## config.mk

```make
export PLATFORM = sky130hd
export DESIGN_NAME = adc_frame_scheduler
export DESIGN_NICKNAME = d
export VERILOG_FILES = /design/src/rtl/adc_frame_scheduler.sv
export SDC_FILE = /design/constraint.sdc
export NUM_CORES = 1
export LEC_CHECK = 0
export ABC_AREA = 0
export BUFFER_PORTS_ARGS = -buffer_cell sky130_fd_sc_hd__buf_4
export CORE_ASPECT_RATIO = 0.6
export CORE_MARGIN = 2
export CORE_UTILIZATION = 54
export CTS_BUF_LIST = sky130_fd_sc_hd__clkbuf_16
export CTS_CLUSTER_DIAMETER = 80
export DETAILED_ROUTE_END_ITERATION = 7
export PLACE_DENSITY_LB_ADDON = 0.2
export SYNTH_ARGS = -nofsm -noshare
export SYNTH_HDL_FRONTEND = slang
export SYNTH_SLANG_ARGS = --single-unit
```

## constraint.sdc

```tcl
create_clock -name in_clk -period 3 [get_ports in_clk]
set_clock_uncertainty 0.2 [all_clocks]
set_input_delay 0.6 -clock in_clk [delete_from_list [all_inputs] [get_ports in_clk]]
set_output_delay 0.6 -clock in_clk [all_outputs]
set_load 0.005 [all_outputs]
```

## src/rtl/adc_frame_scheduler.sv

```systemverilog
// ADC frame scheduler: captures DATA_NUM samples into the FIFO, then streams
// header, length, payload and checksum to the UART with a valid/ready handshake.
module adc_frame_scheduler #(
    parameter int          DATA_NUM = 405,
    parameter logic [7:0]  HDR0     = 8'hA5,
    parameter logic [7:0]  HDR1     = 8'h5A,
    parameter logic [19:0] TIMEOUT  = 20'd500000
) (
    input  logic       in_clk,
    input  logic       in_rst,
    input  logic       in_enable,
    input  logic       in_trig_req,
    input  logic       in_adc_valid,
    output logic       out_fifo_wrreq,
    output logic       out_fifo_rdreq,
    input  logic [7:0] in_fifo_q,
    input  logic       in_fifo_empty,
    output logic [7:0] out_tx_data,
    output logic       out_tx_valid,
    input  logic       in_tx_ready,
    output logic       out_busy,
    output logic       out_frame_done,
    output logic       out_err
);

    typedef enum logic [3:0] {
        S_IDLE, S_CAPTURE, S_HDR0, S_HDR1, S_LEN_H, S_LEN_L,
        S_READ, S_WAIT_Q, S_PAYLOAD, S_CHK, S_ERR
    } state_t;

    localparam logic [15:0] LEN  = 16'(DATA_NUM);
    localparam logic [9:0]  LAST = LEN[9:0];

    state_t      state, state_nx;
    logic [9:0]  smp_cnt, byte_cnt;
    logic [19:0] idle_cnt;
    logic [7:0]  chk_sum, q_reg;
    logic        done_q, err_q;
    logic        accept, trig_ok;

    always_comb begin
        state_nx       = state;
        out_fifo_wrreq = 1'b0;
        out_fifo_rdreq = 1'b0;
        out_tx_valid   = 1'b0;
        out_tx_data    = 8'h00;
        trig_ok        = 1'b0;
        unique case (state)
            S_IDLE: begin
                if (in_trig_req && in_enable) begin
                    trig_ok  = 1'b1;
                    state_nx = S_CAPTURE;
                end
            end
            S_CAPTURE: begin
                out_fifo_wrreq = in_adc_valid;
                // a final strobe outranks a timeout in the same cycle
                if (in_adc_valid) begin
                    if (smp_cnt + 10'd1 == LAST) state_nx = S_HDR0;
                end else if (idle_cnt >= TIMEOUT) begin
                    state_nx = S_ERR;
                end
            end
            S_HDR0: begin
                out_tx_valid = 1'b1;
                out_tx_data  = HDR0;
                if (in_tx_ready) state_nx = S_HDR1;
            end
            S_HDR1: begin
                out_tx_valid = 1'b1;
                out_tx_data  = HDR1;
                if (in_tx_ready) state_nx = S_LEN_H;
            end
            S_LEN_H: begin
                out_tx_valid = 1'b1;
                out_tx_data  = LEN[15:8];
                if (in_tx_ready) state_nx = S_LEN_L;
            end
            S_LEN_L: begin
                out_tx_valid = 1'b1;
                out_tx_data  = LEN[7:0];
                if (in_tx_ready) state_nx = S_READ;
            end
            S_READ: begin
                if (!in_fifo_empty) begin
                    out_fifo_rdreq = 1'b1;
                    state_nx       = S_WAIT_Q;
                end else begin
                    state_nx = S_ERR;
                end
            end
            S_WAIT_Q: state_nx = S_PAYLOAD;
            S_PAYLOAD: begin
                out_tx_valid = 1'b1;
                out_tx_data  = q_reg;
                if (in_tx_ready)
                    state_nx = (byte_cnt + 10'd1 == LAST) ? S_CHK : S_READ;
            end
            S_CHK: begin
                out_tx_valid = 1'b1;
                out_tx_data  = chk_sum;
                if (in_tx_ready) state_nx = S_IDLE;
            end
            S_ERR:   state_nx = S_IDLE;
            default: state_nx = S_IDLE;
        endcase
        // disable kills every request at once and never flags an error
        if (state != S_IDLE && !in_enable) begin
            state_nx       = S_IDLE;
            out_fifo_wrreq = 1'b0;
            out_fifo_rdreq = 1'b0;
            out_tx_valid   = 1'b0;
        end
        accept = out_tx_valid && in_tx_ready;
    end

    always_ff @(posedge in_clk) begin
        if (in_rst) begin
            state    <= S_IDLE;
            smp_cnt  <= '0;
            byte_cnt <= '0;
            idle_cnt <= '0;
            chk_sum  <= '0;
            q_reg    <= '0;
            done_q   <= 1'b0;
            err_q    <= 1'b0;
        end else begin
            state  <= state_nx;
            done_q <= accept && state == S_CHK;
            if (trig_ok) begin
                err_q    <= 1'b0;
                smp_cnt  <= '0;
                byte_cnt <= '0;
                idle_cnt <= '0;
                chk_sum  <= '0;
            end
            if (state == S_CAPTURE) begin
                if (out_fifo_wrreq) begin
                    smp_cnt  <= smp_cnt + 10'd1;
                    idle_cnt <= '0;
                end else if (idle_cnt != '1) begin
                    idle_cnt <= idle_cnt + 20'd1;
                end
            end
            if (accept && (state == S_LEN_H || state == S_LEN_L ||
                           state == S_PAYLOAD))
                chk_sum <= chk_sum + out_tx_data;
            if (accept && state == S_PAYLOAD)
                byte_cnt <= byte_cnt + 10'd1;
            if (state == S_WAIT_Q)
                q_reg <= in_fifo_q;
            if (state_nx == S_ERR)
                err_q <= 1'b1;
        end
    end

    assign out_busy       = state != S_IDLE;
    assign out_frame_done = done_q;
    assign out_err        = err_q;

endmodule

```

==> results.json <==
{
  "areaGrowthSynthToFinish_pct": 21.4,
  "synth_edf_count": 0,
  "fin_tns_setup_ns": -0.0108,
  "synth-main-ff-cell": "dfxtp_1",
  "port_buffers": 28,
  "nFillCells": 582,
  "synth_top_cell_by_area": "dfxtp_1",
  "antenna_found_initial": 0,
  "track_usage": 0.255,
  "drt-wirelength-per-cell_um": 15.4,
  "final_hold_viol_count": 0,
  "maxSlewViolCount": 0,
  "reg.largest.list": "idle_cnt (20), byte_cnt (10), smp_cnt (10)",
  "seq_area_frac_synth": 0.331,
  "met1_usage": 0.356,
  "worst_slack_ns": -0.0108,
  "netlist.area_leader.share": 0.331,
  "holdCritPathClass": "reg -> reg",
  "synth_warnings": 0,
  "grt_max_degree": 34,
  "dieHeight_um": 68.6,
  "violations": "negative setup slack",
  "ys_ff_latch": 62,
  "numCtsBuffers": 9,
  "min_period_over_period": 1.00,
  "drt_pre_antenna_iters": 5,
  "vias": 3678,
  "use_met3": 0.0699,
  "met2_usage": 0.391,
  "crit_arrival_ns": 3.07,
  "largest_register_ffs": 20,
  "critical_path.max_fanout": 6,
  "routed_via_density": 5.94,
  "regMostFlops": "idle_cnt",
  "cp-start-kind": "flop",
  "synth.area.top_cells": "dfxtp_1 (33%), nor2_1 (5.6%), a21oi_1 (5.2%)",
  "grt_pass1_wl_um": 15400,
  "dp_hpwl_um": 6780,
  "clk_latency_ns": 0.33,
  "p_leak_nw": 1.75,
  "rsz0062_at_grt": "true",
  "overflow": 0,
  "cp_data_required_time_ns": 3.06,
  "busiest_layer": "met2",
  "ant_nets": 0,
  "final_nets": 556,
  "syn_inst": 484,
  "h-tree-depth": 3,
  "critPathCaptureType": "flop",
  "clock_tree.buffer_depth": 2,
  "postCtsHoldBufs": 0,
  "row_count": 23,
  "status": "complete, but fails checks",
  "root_buffer": "clkbuf_16",
  "min_period_ns": 3.01,
  "finalSetupViolCount": 1,
  "cap_violations": 0,
  "fp.dieArea_mm2": 0.00765,
  "final_common_cell": "dfxtp_1",
  "clock-sinks": 62,
  "wl_um": 9510,
  "tightest_slew_ns": 0.695,
  "place_congestion": 0.863,
  "antenna_cells": 0,
  "core_mm2": 0.00671,
  "dieWidth_um": 112,
  "path_clk_slew_ns": 0.05,
  "dr.first_iter.drc_count": 332,
  "critPathKind": "reg -> reg",
  "syn-num-nets": 513,
  "drive_gt1_frac": 0.197,
  "route.detailed.drc": 0,
  "synth_area_per_cell_um2": 7.75,
  "p_per_area_mw_per_mm2": 446,
  "io_pins": 29,
  "total_power_mw": 2.03,
  "synth.distinct_cells": 66,
  "max_freq_mhz": 332,
  "start_util": 0.559,
  "async_flop_share": 0,
  "tritoncts": "yes",
  "relSlewSlack": 0.525,
  "peakVddDrop_mv": 0.400,
  "grt_pass1_vias": 3167,
  "syn_area_mm2": 0.00375,
  "layout_common_cells": "dfxtp_1 (60), nor2_1 (54), buf_4 (54)"
}
==> final timing paths <==
check,start,cells after the start,to,slack (ns)
max,state[3],9,chk_sum[7],-0.01
min reg2reg,q_reg[4],2,q_reg[4],0.26
min,q_reg[4],2,q_reg[4],0.26
max reg2reg,state[3],9,chk_sum[7],-0.01
==> worst max-delay path: stages (launching register included) <==
cell,delay [ns]
dfxtp_4,0.37
or4b_2,0.67
o21ai_2,0.10
ha_1,0.26
nor2b_1,0.15
o31a_1,0.27
o41ai_2,0.31
xor2_1,0.12
or3_1,0.36
a31oi_1,0.12
==> through the flow <==
step           utilization  setup WS (ns)  std cells  hold slack [ns]  instance area [um^2]
2_1_floorplan            -        -0.0397        484            0.237                  3760
3_3_place_gp         0.620         0.0715        602            0.250                  4160
3_5_place_dp         0.620        -0.0464        602            0.257                  4160
4_1_cts              0.667       0.000128        618            0.264                  4470
5_1_grt              0.679         -0.144        619            0.291                  4550
6_report             0.679        -0.0108        619            0.264                  4550
==> per-layer routing <==
| metal | routed length (um) | vias to the layer above |
|---|---|---|
| li1 | - | 1840 |
| met1 | 4690 | 1687 |
| met2 | 4070 | 140 |
| met3 | 663 | 11 |
| met4 | 91 | 0 |
| met5 | 0 | - |
==> cells in the mapped netlist (4+ instances only) <==
library cell and n:
a21o_1 5, a21oi_1 39, a22oi_1 7, a31oi_1 9, and3_1 10, clkbuf_1 17
dfxtp_1 62, ha_1 13, inv_1 13, nand2_1 52, nand2b_1 5, nand3_1 32
nand3b_1 6, nand4_1 9, nor2_1 56, nor2b_1 7, nor3_1 5, nor4_1 4
o21ai_0 28, o31ai_1 8, or3_1 8, xnor2_1 12, xor2_1 13
==> kinds of logic after synthesis <==
kind of cell | share of synthesized area
and+or+nand+nor | 0.312
AOI/OAI and AO/OA | 0.197
DFF | 0.331
buffers and inverters | 0.0477
xor gates and xnor gates | 0.0584
adders and majority gates | 0.0487
muxes | 0.00567
==> power by group <==
| group | internal, mW | switching, mW |
|---|---|---|
| logic | 0.0326 | 0.0614 |
| clock network | 0.720 | 0.387 |
| registers | 0.826 | 0.00259 |
==> area by class of cell <==
type / count / area (um^2) / area share
Sequential cell: 62 / 1250 / 0.274
Timing Repair Buffer: 55 / 425 / 0.0934
Clock inverter: 7 / 88.8 / 0.0195
Inverter: 13 / 48.8 / 0.0107
Multi-Input combinational cell: 386 / 2410 / 0.529
Clock buffer: 9 / 225 / 0.0495
Tap cell: 87 / 109 / 0.0239
==> repair_timing <==
action,CTS,global route
gates cloned,0,0
pin swaps,1,5
setup endpoints to repair,2,4
buffers inserted,0,1
resized for setup,2,20
Power figures use the tool's default switching activity.
